## src/rtl/constants_pkg.sv

```systemverilog
// Shared constants for the fetch engine and matvec_core.
// Burst lengths and the core state encoding live here so both sides agree.
package constants_pkg;

  localparam int MAT_N      = 4;
  localparam int W_DEPTH    = MAT_N * MAT_N;
  localparam int X_DEPTH    = MAT_N;
  localparam int DATA_WIDTH = 8;

  typedef enum logic [1:0] {
    ST_LOAD_W,
    ST_LOAD_X,
    ST_COMPUTE,
    ST_OUTPUT
  } core_state_t;

endpackage

```

## src/rtl/matvec_core_mac.sv

```systemverilog
// Registered signed multiply-accumulate with clear and enable.
// The combinational next sum is exported so the caller can capture it early.
module mac_unit #(
  parameter int DATA_WIDTH = 8,
  parameter int ACC_WIDTH  = 18
) (
  input  logic                         clk,
  input  logic                         rst_n,
  input  logic                         clr,
  input  logic                         en,
  input  logic signed [DATA_WIDTH-1:0] a,
  input  logic signed [DATA_WIDTH-1:0] b,
  output logic signed [ACC_WIDTH-1:0]  acc,
  output logic signed [ACC_WIDTH-1:0]  sum
);

  logic signed [2*DATA_WIDTH-1:0] prod;

  assign prod = a * b;
  // Signed cast sign-extends the product; the add wraps at ACC_WIDTH.
  assign sum  = acc + ACC_WIDTH'(prod);

  always_ff @(posedge clk) begin
    if (!rst_n) begin
      acc <= '0;
    end else if (clr) begin
      acc <= '0;
    end else if (en) begin
      acc <= sum;
    end
  end

endmodule

```

## src/rtl/matvec_core.sv

```systemverilog
// Loads an NxN weight matrix and an N-vector from the source stream,
// then emits y = W*x one row at a time on a valid/ready result stream.
module matvec_core
  import constants_pkg::*;
#(
  parameter int N          = MAT_N,
  parameter int DATA_WIDTH = constants_pkg::DATA_WIDTH,
  parameter int ACC_WIDTH  = 2 * DATA_WIDTH + $clog2(N)
) (
  input  logic                  clk,
  input  logic                  rst_n,
  input  logic                  src_vld,
  output logic                  src_rdy,
  input  logic [DATA_WIDTH-1:0] src_data,
  output logic                  res_vld,
  input  logic                  res_rdy,
  output logic [ACC_WIDTH-1:0]  res_data,
  output logic                  res_last,
  output logic                  busy
);

  localparam int CW = $clog2(N * N);
  localparam int RW = $clog2(N);
  localparam logic [CW-1:0] W_LAST = CW'(N * N - 1);
  localparam logic [CW-1:0] X_LAST = CW'(N - 1);
  localparam logic [RW-1:0] I_LAST = RW'(N - 1);

  core_state_t state, state_nxt;

  logic [CW-1:0] cnt;
  logic [RW-1:0] row, col;
  logic [CW-1:0] widx;
  logic signed [DATA_WIDTH-1:0] w_mem [N*N];
  logic signed [DATA_WIDTH-1:0] x_mem [N];
  logic signed [ACC_WIDTH-1:0] acc, sum;

  logic beat, res_hs, w_done, x_done, row_end;
  logic mac_clr, mac_en;

  assign beat    = src_vld && src_rdy;
  assign res_hs  = res_vld && res_rdy;
  assign w_done  = beat && (cnt == W_LAST);
  assign x_done  = beat && (cnt == X_LAST);
  assign row_end = (col == I_LAST);
  assign widx    = CW'(row) * CW'(N) + CW'(col);

  always_ff @(posedge clk) begin
    if (!rst_n) state <= ST_LOAD_W;
    else        state <= state_nxt;
  end

  always_comb begin
    state_nxt = state;
    unique case (state)
      ST_LOAD_W:  if (w_done)  state_nxt = ST_LOAD_X;
      ST_LOAD_X:  if (x_done)  state_nxt = ST_COMPUTE;
      ST_COMPUTE: if (row_end) state_nxt = ST_OUTPUT;
      ST_OUTPUT:
        if (res_hs)
          state_nxt = (row == I_LAST) ? ST_LOAD_W : ST_COMPUTE;
      default:    state_nxt = ST_LOAD_W;
    endcase
  end

  always_comb begin
    src_rdy = (state == ST_LOAD_W) || (state == ST_LOAD_X);
    busy    = (state == ST_COMPUTE) || (state == ST_OUTPUT);
    mac_en  = (state == ST_COMPUTE);
    mac_clr = ((state == ST_LOAD_X) && x_done)
           || ((state == ST_OUTPUT) && res_hs);
  end

  // Operand storage carries no reset; contents are rewritten every run.
  always_ff @(posedge clk) begin
    if (beat && state == ST_LOAD_W) w_mem[cnt] <= src_data;
    if (beat && state == ST_LOAD_X) x_mem[cnt[RW-1:0]] <= src_data;
  end

  always_ff @(posedge clk) begin
    if (!rst_n) begin
      cnt      <= '0;
      row      <= '0;
      col      <= '0;
      res_vld  <= 1'b0;
      res_last <= 1'b0;
      res_data <= '0;
    end else begin
      unique case (state)
        ST_LOAD_W: begin
          if (beat) cnt <= w_done ? '0 : cnt + 1'b1;
        end
        ST_LOAD_X: begin
          if (beat) cnt <= x_done ? '0 : cnt + 1'b1;
          if (x_done) begin
            row <= '0;
            col <= '0;
          end
        end
        ST_COMPUTE: begin
          if (row_end) begin
            res_data <= sum;
            res_vld  <= 1'b1;
            res_last <= (row == I_LAST);
          end else begin
            col <= col + 1'b1;
          end
        end
        ST_OUTPUT: begin
          if (res_hs) begin
            res_vld  <= 1'b0;
            res_last <= 1'b0;
            if (row != I_LAST) begin
              row <= row + 1'b1;
              col <= '0;
            end
          end
        end
        default: ;
      endcase
    end
  end

  mac_unit #(
    .DATA_WIDTH(DATA_WIDTH),
    .ACC_WIDTH (ACC_WIDTH)
  ) u_mac (
    .clk  (clk),
    .rst_n(rst_n),
    .clr  (mac_clr),
    .en   (mac_en),
    .a    (w_mem[widx]),
    .b    (x_mem[col]),
    .acc  (acc),
    .sum  (sum)
  );

endmodule

```

## config.mk

```make
export PLATFORM = sky130hd
export DESIGN_NAME = matvec_core
export DESIGN_NICKNAME = d
export VERILOG_FILES = /design/src/rtl/constants_pkg.sv /design/src/rtl/matvec_core_mac.sv /design/src/rtl/matvec_core.sv
export SDC_FILE = /design/constraint.sdc
export NUM_CORES = 1
export LEC_CHECK = 0
export CAP_MARGIN = 20
export CORE_UTILIZATION = 40
export CTS_CLUSTER_SIZE = 16
export DETAILED_ROUTE_END_ITERATION = 12
export PLACE_DENSITY_LB_ADDON = 0.08
export SLEW_MARGIN = 20
export SYNTH_ARGS = -nofsm -noshare
export SYNTH_HDL_FRONTEND = slang
export SYNTH_HIERARCHICAL = 1
export SYNTH_SLANG_ARGS = --single-unit
```

## constraint.sdc

```tcl
create_clock -name clk -period 8.6 [get_ports clk]
set_clock_uncertainty 0.2 [all_clocks]
set_input_delay 1.29 -clock clk [delete_from_list [all_inputs] [get_ports clk]]
set_output_delay 1.29 -clock clk [all_outputs]
set_load 0.1 [all_outputs]
```

* After elaboration in Yosys (flattened, before gate mapping) *
Memories as Yosys holds them, arrays and structs flattened. A register that Yosys moved wholly into a read port is not among the register bits.
Cells that the tools add are included.

operators by class
  $add $sub $neg = 5
  $mul = 1
  equality and inequality tests = 16
  multiplexer cells = 30
  bitwise logic cells = 1
  reduce and logical (&&, ||, !) cells = 23

operators with widths
  operator                                                                number
  2-bit two-way mux                                                       13
  18-bit by 16-bit adder with 18-bit output                               1
  8-bit by 8-bit multiplier with 16-bit output                            1
  4-bit two-way mux                                                       4
  2-bit inequality test (second input constant)                           8
  2-bit equality test (second input constant)                             4
  1-bit logical AND                                                       8
  2-bit one-hot mux with 4 select lines                                   1
  4-bit one-hot mux with 2 select lines                                   1
  4-bit AND reduction                                                     2
  1-bit two-way mux                                                       7
  2-bit one-hot mux with 3 select lines                                   1
  3-bit AND reduction                                                     2
  2-bit nonzero test                                                      3
  5-bit AND reduction                                                     1
  2-bit by 1-bit adder with 2-bit output (second input constant)          2
  4-bit by 1-bit adder with 4-bit output (second input constant)          1
  4-bit by 2-bit adder with 4-bit output                                  1
  4-bit by 2-bit equality test with 1-bit output (second input constant)  1
  4-bit equality test (second input constant)                             1
  1-bit one-hot mux with 2 select lines                                   2
  2-bit one-hot mux with 2 select lines                                   1
  1-bit logical OR                                                        3
  3-bit nonzero test                                                      1
  other kinds (6)                                                         6

word-level totals
  register bits = 48
  memory bits (writable) = 160
  input bits = 12
  output and inout bits = 22
  logic and storage cells = 86
  memories kept = 2

memories
  memory  depth  width  rd ports  clocked after Yosys merged registers in  wr ports  line               text
  w_mem   16     8      1         0                                        1         matvec_core.sv:33  logic signed [DATA_WIDTH-1:0] w_mem [N*N];
  x_mem   4      8      1         1                                        1         matvec_core.sv:34  logic signed [DATA_WIDTH-1:0] x_mem [N];

* Logic depth before layout (Yosys ltp) *
Gate-level depths: netlist (run 1).

  depth after elaboration = 8
  gate-level depth with buffers = 24
  mapped depth without buffers = 22

* By module *
Netlist (run 1), hierarchy kept.

by module, submodules not included
  module       times used  cells each  area an instance (µm²)
  matvec_core  1           436         7,544.7
  mac_unit     1           399         3,893.7

* Least setup slack after synthesis (run 1) *
Ideal clock, no wire load.

  kind = register to register
  start = register col[0]
  end = register res_data[16]
  library setup time = 70 ps
  arrival = 5,894 ps
  required time = 8,330 ps
  setup slack = 2,436 ps
  stages on the path, launching flop included = 23
  path through = dfxtp_1 -> buf_6 -> buf_12 -> mux4_1 -> a22oi_1 -> nand2_1 -> and2_1 -> inv_1 -> fa_1 -> inv_1 -> fa_1 -> fa_1 -> fa_1 -> fa_1 -> ha_1 -> o21ai_0 -> o21bai_1 -> o22a_1 -> a311o_1 -> a21oi_2 -> xnor2_1 -> nand2_1 -> a21oi_1

between the ends
  cells in the longest elaborated chain, start to end = 4

RTL lines
  what                                          line                   text
  start, declared                               matvec_core.sv:31      logic [RW-1:0] row, col;
  start signal, assigned                        matvec_core.sv:105     col <= col + 1'b1;
  4-bit by 2-bit adder with 4-bit output        matvec_core.sv:45      assign widx = CW'(row) * CW'(N) + CW'(col);
  memory 16 x 8 bit                             n/a
  8-bit by 8-bit multiplier with 16-bit output  matvec_core_mac.sv:19  assign prod = a * b;
  18-bit by 16-bit adder with 18-bit output     matvec_core_mac.sv:21  assign sum = acc + ACC_WIDTH'(prod);
  named net sum[16]                             matvec_core.sv:35      logic signed [ACC_WIDTH-1:0] acc, sum;
  end signal, assigned                          matvec_core.sv:101     res_data <= sum;
  end, declared                                 matvec_core.sv:17      output logic [ACC_WIDTH-1:0] res_data,

The timed path passes the listed nets, and every way through them passes these cells.
A chain may end at the register's enable or synchronous reset.

* Worst setup path in the final report (run 1) *
Same ends and word-level chain as after synthesis.

==> results.txt, run 1 <==
most used flip-flop cell after synthesis = sky130_fd_sc_hd__edfxtp_1
number of antenna violations at the first check in global routing = 0
critical path arrival = 7.41 ns
unrepaired setup endpoints after global routing = false
biggest cell delay along the critical path = 0.75 ns
TritonCTS Buffers = 24
ratio of routed vias to standard cells = 5.03
Worst Setup SP = col[0]
r2r setup slk = 1.43 ns
post-synthesis register bit count = 210
startpoint type of the worst setup path = flip-flop
GR peak layer = met2
antenna diode instance count = 0
pins over their slew limit = 0
max-capacitance violation count = 0
Final Hold Fails = 0
chain of cells forming the critical path = buf_4 > mux4_2 > a22oi_1 > nand2_1 > and2_1 > inv_1 > fa_1 > inv_1 > fa_1 > fa_1 > fa_1 > fa_1 > ha_1 > o21ai_0 > o21bai_1 > o22a_1 > a311o_1 > a21oi_2 > xnor2_1 > nand2_1 > a21oi_1
pin count of the biggest net entering global routing = 28
Post-synth EDFFs = 160
Seq/Total Area, Yosys = 50.8%
via count of the first global-routing pass = 7057
library cell occupying the most area in the post-synthesis netlist = sky130_fd_sc_hd__edfxtp_1
asr flop ratio synth = 0%
Max FO, Critical Path = 20
Fmax achieved = 139 MHz
Clk pin slew, worst setup/hold paths = 0.06 ns
leading cell types by total area after synthesis = sky130_fd_sc_hd__edfxtp_1 42%, sky130_fd_sc_hd__fa_1 14%, sky130_fd_sc_hd__dfxtp_1 8.8%
actual transition at the worst max-transition pin = 1.00 ns
# H-tree levels = 1
PnR Total Power = 2.77 mW
global-route wire length before repair = 39800 um
Starting DRT DRC Count = 338
cts-stage hold buffer count = 0
number of post-CTS setup repair buffers = 0
cell with the largest stage delay on the worst path = sky130_fd_sc_hd__dfxtp_2
synth unique cells = 59
type of the worst setup path = reg2reg
Util after Layout = 46.0%
insertion delay of the later-clocked pin in the worst-skew pair = 0.52 ns
post-layout minimum cycle time = 7.17 ns
port bufs = 33
number of failing setup endpoints in the final timing report = 0
number of nets with antenna violations after detailed routing = 0
crit-path most repeated cell = sky130_fd_sc_hd__fa_1
top library cells by usage in the layout, fill and taps aside = 160 x sky130_fd_sc_hd__edfxtp_1, 91 x sky130_fd_sc_hd__nand2_1, 88 x sky130_fd_sc_hd__inv_1
most common cell after layout, fill and taps aside = sky130_fd_sc_hd__edfxtp_1
hold path startpoint = res_data[12]
Total Die Area = 29300 sq um
Worst Hold End = res_data[12]
cell area power density = 215 nW/um^2
post-route cell area = 12900 sq um
remaining design rule violation count = 0
overall die width = 171 um
final critical-path share of the clock period = 83.4%
proportion of netlist area held by the largest area contributor = 42.0%
global-route total usage across every layer = 18.2%
clock tree from TritonCTS = yes
leak pwr = 4.84 nW
post-route worst setup slack = 1.43 ns
Synthesis Warnings = 6
Cells on Worst Hold Path = 2
vertical die dimension = 171 um
M2 GR Usage = 32.2%
Buf+Inv Stages, Crit Path = 3
first-pass iteration count of the detailed router = 7
Reg-to-Reg Start = col[0]
headroom to the max-slew limit = 33.1%
starting density of the core = 40.9%
final wirelength = 25100 um
clock buffer depth = 3
post-placement cell area = 12100 sq um
half-perimeter wire length after placement = 18400 um
clock root buffer master = sky130_fd_sc_hd__clkbuf_16
count of cell instances traversed by the critical path = 21
synthesis-to-layout area growth = 12.4%
routability-driven placement congestion ratio = 0.775
cell area after synthesis = 11400 sq um
largest delay contributor family on the critical path = adder cells
synthesized net count = 975
worst min-delay path class = reg2reg
# clock sinks = 210
Place WS = 1.39 ns
Setup TNS = 0 ns
number of nets in the final layout = 1010
sort of element at the end of the critical path = flip-flop
Core Region = 27900 sq um
fill count = 2535
met3 capacity usage during global routing = 2.80%
RR Endpoint = res_data[16]
worst IR drop on VDD = 0.124 mV
fraction of final layout cells with drive strength greater than 1 = 9.58%
count of cells resized by post-cts repair = 0
overall via count from detail_route = 6364
met1 usage in global routing = 23.1%
Worst R2R Path Depth = 21
status = complete, no violations
final routed wire length divided by cell count = 19.8 um
mean area per synthesized cell = 13.7 sq um
I/O pin total = 34
total area of multi-input combinational cells = 5100 sq um
post-synthesis instance total = 835
required time of the critical path = 8.84 ns
area taken by flip-flops and latches = 5810 sq um
total global routing overflow = 0
number of placement rows = 61
cell families (layout without fill, tap and decap cells):
group | after synthesis | count (layout) | synth area share [%]
mux | 62 | 62 | 10.1
buf+inv | 122 | 174 | 4.64
flops | 210 | 210 | 50.8
simple gates | 214 | 214 | 9.10
xor+xnor | 20 | 20 | 1.53
fa+ha+maj | 128 | 128 | 19.3
compound gates | 79 | 79 | 4.63
layer usage:
metal  vias up  part of all wire, %  routed length, um
met1      3220                   44              11000
met3        29                  3.6                892
met2       110                   50              12700
met4         0                  1.9                474
met5         -                    0                  0
li1       3005                    -                  -
layout make-up:
class	count	area share, %
Sequential cell	210	45.2
Multi-Input combinational cell	503	39.7
Clock buffer	32	5.13
Tap cell	378	3.68
Timing Repair Buffer	42	3.09
Inverter	89	2.60
Clock inverter	11	0.642
worst max path at each step:
stage / to / slack, ns
after floorplan: res_data[16] / 2.44
after global placement: res_data[16] / 1.52
after detailed placement: res_data[16] / 1.39
after CTS: res_data[16] / 1.38
after global routing: res_data[16] / 0.92
final: res_data[16] / 1.43
stage by stage:
step	hold WS [ns]	std cells
3_5_place_dp	0.246	1222
4_1_cts	0.254	1265
6_report	0.252	1265
2_1_floorplan	0.260	835
3_3_place_gp	0.241	1222
5_1_grt	0.271	1265
cells in the mapped netlist (7+ instances only):
library cell               instances
sky130_fd_sc_hd__edfxtp_1        160
sky130_fd_sc_hd__nand2_1          91
sky130_fd_sc_hd__inv_1            88
sky130_fd_sc_hd__fa_1             80
sky130_fd_sc_hd__dfxtp_1          50
sky130_fd_sc_hd__ha_1             48
sky130_fd_sc_hd__nor2_1           41
sky130_fd_sc_hd__and2_1           36
sky130_fd_sc_hd__a21oi_1          32
sky130_fd_sc_hd__mux4_2           31
sky130_fd_sc_hd__mux2i_1          22
sky130_fd_sc_hd__a22oi_1          16
sky130_fd_sc_hd__clkbuf_1         15
sky130_fd_sc_hd__xnor2_1          14
sky130_fd_sc_hd__mux4_1            9
sky130_fd_sc_hd__buf_2             7
sky130_fd_sc_hd__nand3_1           7
sky130_fd_sc_hd__o21ai_0           7
worst min-delay path: cells and delay by family (launching register included):
kind / cells / cell delay [ns]
flops: 1 / 0.30
compound gates: 1 / 0.05
simple gates: 1 / 0.05
sequential cells by signal (all words and copies together) (netlist names), named ones only:
| signal | flops |
|---|---|
| w_mem | 128 |
| x_mem | 32 |
| res_data | 18 |
| u_mac/acc | 18 |
| cnt | 4 |
| col | 2 |
| row | 2 |
| state | 2 |
| res_last | 1 |
| res_vld | 1 |
power by group:
part	switching (mW)	internal [mW]	leakage [nW]	total, mW
Sequential	0.00233	1.10	1.85	1.10
Clock	0.403	0.568	0.370	0.971
Combinational	0.419	0.280	2.62	0.699
Power figures use the tool's default switching activity.
==> inputs of run 2 (changes only) <==
clock period = 7.1 ns   (was 8.6 ns; I/O delays follow)
==> run 2 against run 1 <==
Against the previous run: critical path depth unchanged; sequential share of layout area decreased by 0.48 points; worst hold slack about the same; sequential power increased by 21%; critical path type unchanged.
==> results.txt, run 2 (same netlist as run 1, synthesis figures left out) <==
status = complete, no violations
Worst Hold End = res_data[3]
number of nets in the final layout = 1015
register containing the most flip-flops in the final layout = w_mem
# H-tree levels = 1
number of failing setup endpoints in the final timing report = 0
number of flip-flops in the largest register = 128
overall die width = 171 um
unrepaired setup endpoints after global routing = false
final routed wire length divided by cell count = 19.4 um
remaining design rule violation count = 0
r2r setup slk = 0.46 ns
total area of multi-input combinational cells = 5100 sq um
Core Region = 27900 sq um
share of power burned in the clock network = 36.4%
clock buffer depth = 3
Setup TNS = 0 ns
worst min-delay path class = reg2reg
fill count = 2535
startpoint type of the worst setup path = flip-flop
most common cell after layout, fill and taps aside = sky130_fd_sc_hd__edfxtp_1
total global routing overflow = 0
synthesis-to-layout area growth = 13.7%
final standard cell count with taps included and fillers excluded = 1270
Final Hold Fails = 0
Worst R2R Path Depth = 21
hold path startpoint = res_data[3]
half-perimeter wire length after placement = 18300 um
leak pwr = 4.89 nW
ratio of routed vias to standard cells = 5.05
routability-driven placement congestion ratio = 0.795
final wirelength = 24700 um
Place WS = 0.253 ns
Cells on Worst Hold Path = 2
clock tree from TritonCTS = yes
vertical die dimension = 171 um
Fmax achieved = 151 MHz
# clock sinks = 210
Starting DRT DRC Count = 263
top library cells by usage in the layout, fill and taps aside = 160 x sky130_fd_sc_hd__edfxtp_1, 90 x sky130_fd_sc_hd__nand2_1, 88 x sky130_fd_sc_hd__inv_1
pin count of the biggest net entering global routing = 35
Clk pin slew, worst setup/hold paths = 0.06 ns
worst IR drop on VDD = 0.164 mV
switching portion of total power = 29.2%
antenna diode instance count = 0
number of antenna violations at the first check in global routing = 0
port bufs = 33
pins over their slew limit = 0
clock root buffer master = sky130_fd_sc_hd__clkbuf_16
fraction of final layout cells with drive strength greater than 1 = 10.2%
Flop pwr share = 38.8%
Cell Count Post-Placement = 1226
via count of the first global-routing pass = 6806
RR Endpoint = res_data[16]
first-pass iteration count of the detailed router = 4
sort of element at the end of the critical path = flip-flop
post-route worst setup slack = 0.465 ns
cts-stage hold buffer count = 0
starting density of the core = 40.9%
relative contribution of combinational cells to total power = 24.8%
required time of the critical path = 7.35 ns
Switching Power = 1.00 mW
number of nets with antenna violations after detailed routing = 0
max-capacitance violation count = 0
PnR Total Power = 3.43 mW
cell area power density = 264 nW/um^2
headroom to the max-slew limit = 32.2%
area taken by flip-flops and latches = 5810 sq um
global-route wire length before repair = 38800 um
Max FO, Critical Path = 8
insertion delay of the later-clocked pin in the worst-skew pair = 0.53 ns
I/O pin total = 34
number of placement rows = 61
overall via count from detail_route = 6411
cell internal pwr = 2.43 mW
Reg-to-Reg Start = col[0]
Worst Setup SP = col[0]
Total Die Area = 29300 sq um
TritonCTS Buffers = 23
global-route total usage across every layer = 17.8%
post-layout minimum cycle time = 6.64 ns
final critical-path share of the clock period = 93.5%
actual transition at the worst max-transition pin = 1.01 ns
type of the worst setup path = reg2reg
critical path arrival = 6.88 ns
==> run 2: cell types whose count changed in the layout (fill, tap and decap cells not counted), moves of 2 or more <==
cell	previous run	this run
sky130_fd_sc_hd__bufinv_16	1	4
sky130_fd_sc_hd__clkbuf_16	25	23
sky130_fd_sc_hd__buf_12	0	4
sky130_fd_sc_hd__buf_4	9	11
sky130_fd_sc_hd__clkbuf_4	2	0
==> run 2: layout make-up <==
cell class | instances | share of cell area [%]
timing repair buffer | 48 | 3.79
sequential | 210 | 44.7
inverter | 89 | 2.57
tap | 378 | 3.64
clock buffer | 30 | 4.71
clock inverter | 12 | 1.34
multi-input combinational | 503 | 39.3
==> run 2: per-stage QoR <==
stage | instance area, sq um | util, % | hold slack [ns]
after floorplan | 11400 | - | 0.260
after global placement | 12200 | 43.6 | 0.242
after detailed placement | 12200 | 43.6 | 0.247
after CTS | 13000 | 46.4 | 0.257
after global routing | 13000 | 46.5 | 0.282
final | 13000 | 46.5 | 0.252
==> run 2: routing by layer <==
layer  routed length (um)  vias up  track usage, %
met2                13100       98            33.0
met4                  423        0            4.04
met3                  783       23            2.20
met1                10400     3269            21.9
met5                    0        -               0
li1                     -     3021               -
==> run 2: how the worst max path moves through the flow <==
stage	slack, ns	to	cells past startpoint
2_1_floorplan	0.94	res_data[16]	22
3_3_place_gp	0.27	res_data[16]	20
3_5_place_dp	0.25	res_data[16]	20
4_1_cts	0.20	res_data[16]	20
5_1_grt	0.05	res_data[16]	21
6_report	0.46	res_data[16]	21
==> run 2: critical path: stages (launching register included) <==
cell and delay, ns:
sky130_fd_sc_hd__dfxtp_4 0.39, sky130_fd_sc_hd__buf_12 0.15, sky130_fd_sc_hd__buf_12 0.13, sky130_fd_sc_hd__mux4_1 0.53, sky130_fd_sc_hd__a22oi_1 0.29, sky130_fd_sc_hd__nand2_2 0.18, sky130_fd_sc_hd__nand2b_1 0.22, sky130_fd_sc_hd__fa_1 0.53
sky130_fd_sc_hd__fa_1 0.55, sky130_fd_sc_hd__inv_1 0.05, sky130_fd_sc_hd__fa_1 0.50, sky130_fd_sc_hd__fa_1 0.58, sky130_fd_sc_hd__fa_1 0.42, sky130_fd_sc_hd__ha_1 0.38, sky130_fd_sc_hd__o21ai_0 0.18, sky130_fd_sc_hd__o21bai_1 0.11
sky130_fd_sc_hd__o22a_1 0.27, sky130_fd_sc_hd__a311o_1 0.34, sky130_fd_sc_hd__a21oi_2 0.20, sky130_fd_sc_hd__xnor2_1 0.14, sky130_fd_sc_hd__nand2_1 0.06, sky130_fd_sc_hd__a21oi_1 0.14
==> run 2: repair_timing <==
item / 4_1_cts / 5_1_grt
buffers inserted: 0 / 2
setup endpoints to repair: 0 / 4
resized for setup: 0 / 2
==> run 2: power groups by stage <==
stage	logic [mW]	registers, mW	clock network, mW
after global placement	0.856	1.36	0
after detailed placement	0.855	1.36	0
final	0.850	1.33	1.25
after floorplan	0.615	1.36	0
after global routing	0.959	1.33	1.32
after CTS	0.863	1.33	1.27
